--- src/rtl/mem_stage.sv ---
// mem_stage: MEM pipeline stage that runs loads and stores against a
// variable-latency memory using a req/ack handshake. While an access is in
// flight it freezes the upstream pipeline with Stall and sends bubbles to
// MEM/WB. On completion it presents the result for one cycle.
// Optional build macro MEM_STAGE_TIMEOUT_EN: after TIMEOUT WAIT cycles with
// no MemAck, the access is forced to complete with 32'hDEADBEEF and the
// sticky Err flag is set.
module mem_stage #(
  parameter int TIMEOUT = 16
) (
  input  logic        Clk,
  input  logic        Clr,
  input  logic        Mvalid,
  input  logic        Mwreg,
  input  logic        Mm2reg,
  input  logic        Mwmem,
  input  logic [31:0] Malu,
  input  logic [31:0] Mb,
  input  logic [4:0]  Mrn,
  output logic        Wwreg_d,
  output logic        Wm2reg_d,
  output logic [31:0] Wmo_d,
  output logic [31:0] Walu_d,
  output logic [4:0]  Wrn_d,
  output logic        Stall,
  output logic        MemReq,
  output logic        MemWe,
  output logic [31:0] MemAddr,
  output logic [31:0] MemWdata,
  input  logic        MemAck,
  input  logic [31:0] MemRdata,
  output logic        Err
);

  typedef enum logic [1:0] {
    S_IDLE = 2'd0,
    S_WAIT = 2'd1,
    S_DONE = 2'd2
  } state_t;

  state_t      state, state_nxt;
  logic        access;
  logic        is_store;
  logic        timeout_hit;
  logic [31:0] rdata_q;

  if (TIMEOUT < 1) begin : g_bad_timeout
    $error("mem_stage: TIMEOUT must be at least 1");
  end

  // A set load flag wins over a set store flag, so the pair counts as a load.
  assign access   = Mvalid & (Mm2reg | Mwmem);
  assign is_store = Mwmem & ~Mm2reg;

`ifdef MEM_STAGE_TIMEOUT_EN
  localparam int CW = $clog2(TIMEOUT + 1);

  logic [CW-1:0] to_cnt;
  logic          err_q;

  // The TIMEOUT-th WAIT cycle without ack forces completion. An ack in that
  // same cycle takes priority over the timeout.
  assign timeout_hit = (state == S_WAIT) && !MemAck && (to_cnt == CW'(TIMEOUT - 1));

  // Count consecutive WAIT cycles without ack. Clear whenever the FSM is not waiting.
  always_ff @(posedge Clk) begin
    if (Clr)
      to_cnt <= '0;
    else if (state == S_WAIT && !MemAck && !timeout_hit)
      to_cnt <= to_cnt + CW'(1);
    else
      to_cnt <= '0;
  end

  // Sticky timeout flag. Only Clr clears it.
  always_ff @(posedge Clk) begin
    if (Clr)
      err_q <= 1'b0;
    else if (timeout_hit)
      err_q <= 1'b1;
  end

  assign Err = err_q;
`else
  assign timeout_hit = 1'b0;
  assign Err         = 1'b0;
`endif

  // State register.
  always_ff @(posedge Clk) begin
    if (Clr)
      state <= S_IDLE;
    else
      state <= state_nxt;
  end

  // Next-state logic. An ack that arrives in IDLE or DONE has no effect.
  always_comb begin
    state_nxt = state;
    case (state)
      S_IDLE:  if (access) state_nxt = S_WAIT;
      S_WAIT:  if (MemAck || timeout_hit) state_nxt = S_DONE;
      S_DONE:  state_nxt = S_IDLE;
      default: state_nxt = S_IDLE;
    endcase
  end

  // Capture the completion data. A store completes with zero.
  always_ff @(posedge Clk) begin
    if (Clr)
      rdata_q <= '0;
    else if (state == S_WAIT) begin
      if (MemAck)
        rdata_q <= is_store ? 32'h0 : MemRdata;
      else if (timeout_hit)
        rdata_q <= 32'hDEADBEEF;
    end
  end

  // Output decode. The M* inputs stay stable during an access, so the
  // request fields are taken straight from them and are not registered here.
  always_comb begin
    Stall    = 1'b0;
    MemReq   = 1'b0;
    MemWe    = 1'b0;
    Wwreg_d  = 1'b0;
    Wm2reg_d = 1'b0;
    Wmo_d    = 32'h0;
    Walu_d   = 32'h0;
    Wrn_d    = 5'h0;
    case (state)
      S_IDLE: begin
        if (access) begin
          MemReq = 1'b1;
          MemWe  = is_store;
          Stall  = 1'b1;
        end else begin
          Wwreg_d = Mvalid & Mwreg;
          Walu_d  = Malu;
          Wrn_d   = Mrn;
        end
      end
      S_WAIT: begin
        MemReq = 1'b1;
        MemWe  = is_store;
        Stall  = 1'b1;
      end
      S_DONE: begin
        Wwreg_d  = Mwreg;
        Wm2reg_d = Mm2reg;
        Wmo_d    = rdata_q;
        Walu_d   = Malu;
        Wrn_d    = Mrn;
      end
      default: ;
    endcase
  end

  assign MemAddr  = MemReq ? Malu : 32'h0;
  assign MemWdata = MemReq ? Mb   : 32'h0;

endmodule

--- config.mk ---
export PLATFORM = sky130hd
export DESIGN_NAME = mem_stage
export DESIGN_NICKNAME = d
export VERILOG_FILES = /design/src/rtl/mem_stage.sv
export SDC_FILE = /design/constraint.sdc
export NUM_CORES = 1
export LEC_CHECK = 0
export CORE_AREA = 2 2 95 97
export DETAILED_ROUTE_END_ITERATION = 12
export DIE_AREA = 0 0 97 99
export PLACE_DENSITY = 0.84
export REMOVE_ABC_BUFFERS = 1
export SYNTH_ARGS = -nofsm -noshare
export SYNTH_HDL_FRONTEND = slang
export SYNTH_SLANG_ARGS = --single-unit
--- constraint.sdc ---
create_clock -name Clk -period 2.68 [get_ports Clk]
set_clock_uncertainty 0.1 [all_clocks]
set_input_delay 0.804 -clock Clk [delete_from_list [all_inputs] [get_ports Clk]]
set_output_delay 0.804 -clock Clk [all_outputs]
set_load 0.03 [all_outputs]
---- Word-level counts from Yosys, hierarchy flattened ----
Index checks and enable logic that the tools add are counted.
word-level totals
  flip-flop bits (word level) ............. 34
  output and inout bits ................... 139
operators by class
  equal/unequal tests ..................... 4
  mux-type cells .......................... 18
  bitwise logic cells ..................... 5
  reductions and logical operators ........ 3
operators with widths
  operator                                              number
  2-to-1 mux 32 bit                                     5
  case mux 32 bit (2 select lines)                      1
  case mux 5 bit (2 select lines)                       1
  case mux 1 bit (2 select lines)                       3
  2-to-1 mux 5 bit                                      1
  2-to-1 mux 1 bit                                      4
  2-to-1 mux 2 bit                                      2
  != test 2 bit (second input constant)                 2
  case mux 2 bit (2 select lines)                       1
  AND reduction 2 bit                                   2
  bitwise AND 1 bit                                     3
  equality test 2 x 1 -> 1 bit (second input constant)  1
  equality test 2 bit (second input constant)           1
  logical NOT 2 bit                                     1
  NOT 1 bit                                             1
  OR 1 bit                                              1

---- Depth between registers and ports, before layout ----
Gate-level depths: netlist of the first run.
  depth after elaboration ................. 5
  gate-level depth with buffers ........... 5
  mapped depth without buffers ............ 3

---- Least setup slack after synthesis of the first run ----
OpenSTA, ideal clock, no wires.
  kind .................................... input-to-output
  from .................................... input port Mwmem
  to ...................................... output port MemWdata[23]
  data arrival time ....................... 1.910 ns
  slack ................................... -0.134 ns
  cell stages on the path ................. 4
  buffers on the path ..................... 1
  cells stage by stage .................... o21a_1 -> o21a_1 -> clkbuf_1 -> and2_1
on the way
  cells in the longest elaborated chain, start to end .. 5
RTL lines
  item                             line  RTL
  start, declared                  16    input logic Mwmem,
  OR 1 bit                         52    assign access = Mvalid & (Mm2reg | Mwmem);
  bitwise AND 1 bit                52
  2-to-1 mux 1 bit                 133   if (access) begin
  case mux 1 bit (2 select lines)  131   case (state)
  named net MemReq                 26    output logic MemReq,
  2-to-1 mux 32 bit                160   assign MemWdata = MemReq ? Mb : 32'h0;
  end, declared                    29    output logic [31:0] MemWdata,
The timed path passes the listed nets, and every way through them passes these cells.

---- Worst setup path in the final report of the first run ----
  from .................................... input port Mwmem
  to ...................................... output port Walu_d[19]
on the way
  cells in the longest elaborated chain, start to end .. 4
RTL lines
  item                              line  RTL
  OR 1 bit                          52
  bitwise AND 1 bit                 52
  2-to-1 mux 32 bit                 133
  case mux 32 bit (2 select lines)  131
  end, declared                     23    output logic [31:0] Walu_d,
No other way between the ends.

==> impl_metrics.json, run 1 <==
{
  "grt_pass1_wl_um": 17700,
  "hold_violations": 0,
  "hold_depth": 2,
  "outcome": "finished with violations",
  "io_buffers": 245,
  "avgSynthCellArea_um2": 8.20,
  "post-dp-hpwl_um": 9130,
  "area_delta_synth_final_pct": 153,
  "synth_area_leaders": "and2_1 (37%), dfxtp_1 (30%), nor3b_1 (11%)",
  "synth_ff_type": "dfxtp_1",
  "ios": 247,
  "synth_area_um2": 2270,
  "maxCapViolations": 0,
  "cts_root_buf": "clkbuf_8",
  "drtAntennaViolNets": 0,
  "clock_latency_ns": 0.28,
  "end_kind": "output port",
  "wl_per_cell_um": 21.4,
  "finalSetupTns_ns": -6.08,
  "hold_buffers": 0,
  "irDropWorstVdd_v": 0.000278,
  "layout.nets": 635,
  "tritoncts": "done",
  "total_power_w": 0.00229,
  "final_max_slew_viol_count": 0,
  "reg2reg_slack_ns": 1.03,
  "routabilityCongestion": 0.925,
  "violations": "setup timing",
  "ys_ff_latch": 34,
  "yosysTopAreaCell": "and2_1",
  "finalSetupViolations": 104,
  "yosysSeqAreaShare_pct": 30.0,
  "drc": 0,
  "synth_top_cell_area_share_pct": 36.9,
  "max_freq_mhz": 359,
  "synth.most_common_cell": "and2_1",
  "cts_buffers": 5,
  "rr_worst_depth": 4,
  "cp_data_required_time_ns": 1.78,
  "wl_um": 13600,
  "hp-class": "flop to flop",
  "num_vias": 3091,
  "diodes": 0,
  "htree_levels": 2,
  "antenna_found_initial": 2,
  "synthTopCellsByCount": "and2_1 (134), dfxtp_1 (34), nor3b_1 (33), a31o_1 (17), a31o_2 (15)",
  "die_w_um": 97,
  "path_clk_slew_ns": 0.07,
  "core.rowCount": 34,
  "ys_types": 19,
  "die-area_um2": 9600,
  "grt_max_degree": 66,
  "grt_usage_pct": 23.9,
  "die_y_um": 99,
  "first_pass_iters": 4,
  "ys_warn_count": 0,
  "fin_ws_ns": -0.106,
  "vias_per_cell": 4.86,
  "power.leakage_nw": 2.56,
  "grt_setup_unrepaired": "yes",
  "drive_gt1_share_pct": 54.4,
  "postSynth.asyncResetShare_pct": 0,
  "start_util_pct": 26.6,
  "first_global_vias": 2929,
  "p_per_area_nw_per_um2": 399,
  "crit_type": "input pin to output port",
  "worstPathMaxFanout": 7,
  "core_area_um2": 8550,
  "netlist_instances": 277,
  "cts_max_path_buffers": 2,
  "critPathLaunchType": "input pin",
  "grt.overflow.total": 0,
  "drt_iter0_drc": 85,
  "cts_sinks": 34,
  "synth_edf_count": 0,
  "period_minus_slack_ns": 2.79,
  "finalCritPeriodShare_pct": 104,
  "worst_ep_arrival_time_ns": 1.88
}
## where the power goes
group | total (W) | switching (W) | internal (W)
Clock | 0.000444 | 0.000184 | 0.000260
Sequential | 0.000533 | 0.0000105 | 0.000523
Combinational | 0.00131 | 0.000608 | 0.000703
Total | 0.00229 | 0.000803 | 0.00148
## flip-flops by register name, summed over array words and instances, names as in the netlist
signal	flops
state	2
rdata_q	32
## final timing paths
kind	startpoint	end
worst max register to register	state[0]	rdata_q[15]
worst min register to register	rdata_q[22]	rdata_q[22]
worst min-delay path	rdata_q[22]	rdata_q[22]
worst max-delay path	Mwmem	Walu_d[19]
## through the flow
stage	cells	cell area, um2	utilization [%]	setup slack (ns)	hold WS [ns]
after floorplan	248	2130	-	-0.784	0.488
after global placement	614	4810	56.3	-0.472	0.496
after detailed placement	614	4810	56.3	-0.466	0.508
after CTS	626	5310	62.1	-0.0751	0.524
after global routing	636	5740	67.1	-0.105	0.552
final	636	5740	67.1	-0.106	0.520
## kinds of logic after synthesis
group / after synthesis / share of synthesized area [%]
AOI/OAI and AO/OA: 38 / 14.0
buffers and inverters: 31 / 6.50
DFF: 34 / 30.0
other: 1 / 0.165
and+or+nand+nor: 173 / 49.3
## final cells by class
class	count	area, um2
repair buffers	271	3090
fillers	647	2810
multi-input cells	213	1720
flip-flops and latches	34	681
well taps	108	135
clock buffers	8	110
inverters	2	7.51
## worst max-delay path, cell delays in order
cell       delay, ns
buf_6           0.10
o21a_4          0.23
a21oi_4         0.15
buf_12          0.16
clkbuf_16       0.15
and2_4          0.17
buf_12          0.12
## routing by layer
metal | GRT usage, % | share of wire [%]
met1 | 28.0 | 37
met2 | 41.2 | 51
met3 | 7.59 | 8.1
met4 | 8.67 | 3.7
met5 | 0 | 0.20
## repair_timing
item / in CTS / in global routing
resized for setup: 117 / 93
buffers inserted: 1 / 2
pin swaps: 3 / 23
setup endpoints to repair: 105 / 99
gates cloned: 3 / 9
## cell usage in the layout (no fill, tap or decap), drive strengths merged, types with 2 or more instances in the layout
cell / count
inv: 2
buf: 163
a31o: 32
nor3b: 33
dfxtp: 34
nor2: 2
clkbuf: 12
clkdlybuf4s50: 104
and2: 134
o21a: 3
a21oi: 4
No activity file was read; power rests on OpenSTA's default activity.
==> run 2, diff against run 1 <==
--- a/config.mk
+++ b/config.mk
@@ -6,8 +6,10 @@
 export NUM_CORES = 1
 export LEC_CHECK = 0
 export CORE_AREA = 2 2 95 97
+export CTS_CLUSTER_DIAMETER = 30
 export DETAILED_ROUTE_END_ITERATION = 12
 export DIE_AREA = 0 0 97 99
+export GPL_TIMING_DRIVEN = 0
 export PLACE_DENSITY = 0.84
 export REMOVE_ABC_BUFFERS = 1
 export SYNTH_ARGS = -nofsm -noshare
==> impl_metrics.json, run 2 (same netlist as run 1, synthesis figures left out) <==
{
  "outcome": "finished with violations",
  "violations": "setup timing",
  "max-slew-margin-rel_pct": 52.9,
  "fin_ws_ns": -0.175,
  "cp_data_required_time_ns": 1.78,
  "post-dp-hpwl_um": 8950,
  "hp-class": "flop to flop",
  "drtAntennaViolNets": 0,
  "antenna_found_initial": 5,
  "critPathLaunchType": "input pin",
  "first_global_vias": 3274,
  "finalSetupViolations": 84,
  "largestRegisters": "rdata_q (32), state (2)",
  "routabilityCongestion": 0.905,
  "cts_root_buf": "clkbuf_8",
  "htree_levels": 2,
  "crit_chain": "buf_8 > o21a_4 > a21oi_4 > buf_6 > buf_12 > buf_16 > and2_4 > buf_8",
  "start_util_pct": 26.6,
  "finalCritPeriodShare_pct": 107,
  "final_max_slew_viol_count": 0,
  "largest_reg_flops": 32,
  "p_per_area_nw_per_um2": 396,
  "area_delta_synth_final_pct": 155,
  "path_clk_slew_ns": 0.07,
  "final_common_cell": "buf_6",
  "worstPathMaxFanout": 5,
  "maxCapViolations": 0,
  "drt_iter0_drc": 149,
  "drive_gt1_share_pct": 52.4,
  "die_y_um": 99,
  "core_area_um2": 8550,
  "die-area_um2": 9600,
  "worst_ep_arrival_time_ns": 1.95,
  "cts_sinks": 34,
  "grt_usage_pct": 28.5,
  "critPathSlowestCell": "o21a_4",
  "cts_max_path_buffers": 2,
  "wl_per_cell_um": 21.7,
  "cts_buffers": 5,
  "grt.overflow.total": 0,
  "hold_violations": 0,
  "crit_type": "input pin to output port",
  "grt_setup_unrepaired": "yes",
  "period_minus_slack_ns": 2.86,
  "tritoncts": "done",
  "wl_um": 14400,
  "die_w_um": 97,
  "grt_pass1_wl_um": 20600,
  "top_register": "rdata_q",
  "max_stage_delay_ns": 0.25,
  "max_freq_mhz": 350,
  "io_buffers": 245,
  "ios": 247,
  "final_cell_mix": "buf_6 (106), clkdlybuf4s50_1 (103), and2_4 (86), and2_1 (48)",
  "end_kind": "output port",
  "drc": 0,
  "grt_max_degree": 56,
  "hold_buffers": 0,
  "crit_path_frequent_cell": "buf_8",
  "clock_latency_ns": 0.28,
  "core.rowCount": 34,
  "worst_pin_slew_ns": 0.707,
  "pre_cts_ws_ns": -1.76,
  "power.leakage_nw": 2.58,
  "irDropWorstVdd_v": 0.000390,
  "first_pass_iters": 4,
  "vias_per_cell": 4.94,
  "num_vias": 3273,
  "layout.nets": 660,
  "finalSetupTns_ns": -8.37
}
-- run 2: final timing paths --
kind | start | endpoint | slack, ns | depth (start not counted)
worst min-delay path | rdata_q[27] | rdata_q[27] | 0.52 | 2
worst max register to register | state[0] | rdata_q[10] | 0.91 | 4
worst min register to register | rdata_q[27] | rdata_q[27] | 0.52 | 2
worst max-delay path | Mm2reg | Walu_d[21] | -0.18 | 8
-- run 2: repair_timing --
action,4_1_cts,5_1_grt
setup endpoints to repair,170,126
pin swaps,51,20
gates cloned,16,0
setup buffers,30,5
resized for setup,870,69
endpoints found under the hold margin,0,0
-- run 2: final cells by class --
cell class	count	area (um2)
sequential	34	684
tap	108	135
fill	655	2760
multi-input combinational	223	1870
antenna	2	5.00
timing repair buffer	286	2980
clock buffer	8	110
inverter	2	15.0
-- run 2: critical path, delay by kind of cell --
kind,cells,cell delay (ns)
compound gates,2,0.42
buf+inv,5,0.59
simple gates,1,0.14
-- run 2: routing by layer --
metal  global-route usage [%]  wire length (um)
met1                     31.4              5270
met2                     48.6              7040
met3                     11.7              1410
met4                     12.1               648
met5                        0                49
-- run 2: where the power goes --
part | switching [W] | total [W] | internal [W]
Combinational | 0.000624 | 0.00131 | 0.000690
Clock | 0.000178 | 0.000438 | 0.000259
Sequential | 0.0000169 | 0.000540 | 0.000523
-- run 2: metrics by stage --
step / hold slack [ns] / cell area (um2) / util [%] / total power (W) / cells
after floorplan: 0.488 / 2130 / - / 0.000983 / 248
after global placement: 0.495 / 4720 / 55.2 / 0.00146 / 601
after detailed placement: 0.513 / 4780 / 55.9 / 0.00148 / 603
after CTS: 0.529 / 5690 / 66.5 / 0.00225 / 657
after global routing: 0.558 / 5790 / 67.7 / 0.00237 / 662
final: 0.523 / 5790 / 67.7 / 0.00229 / 663
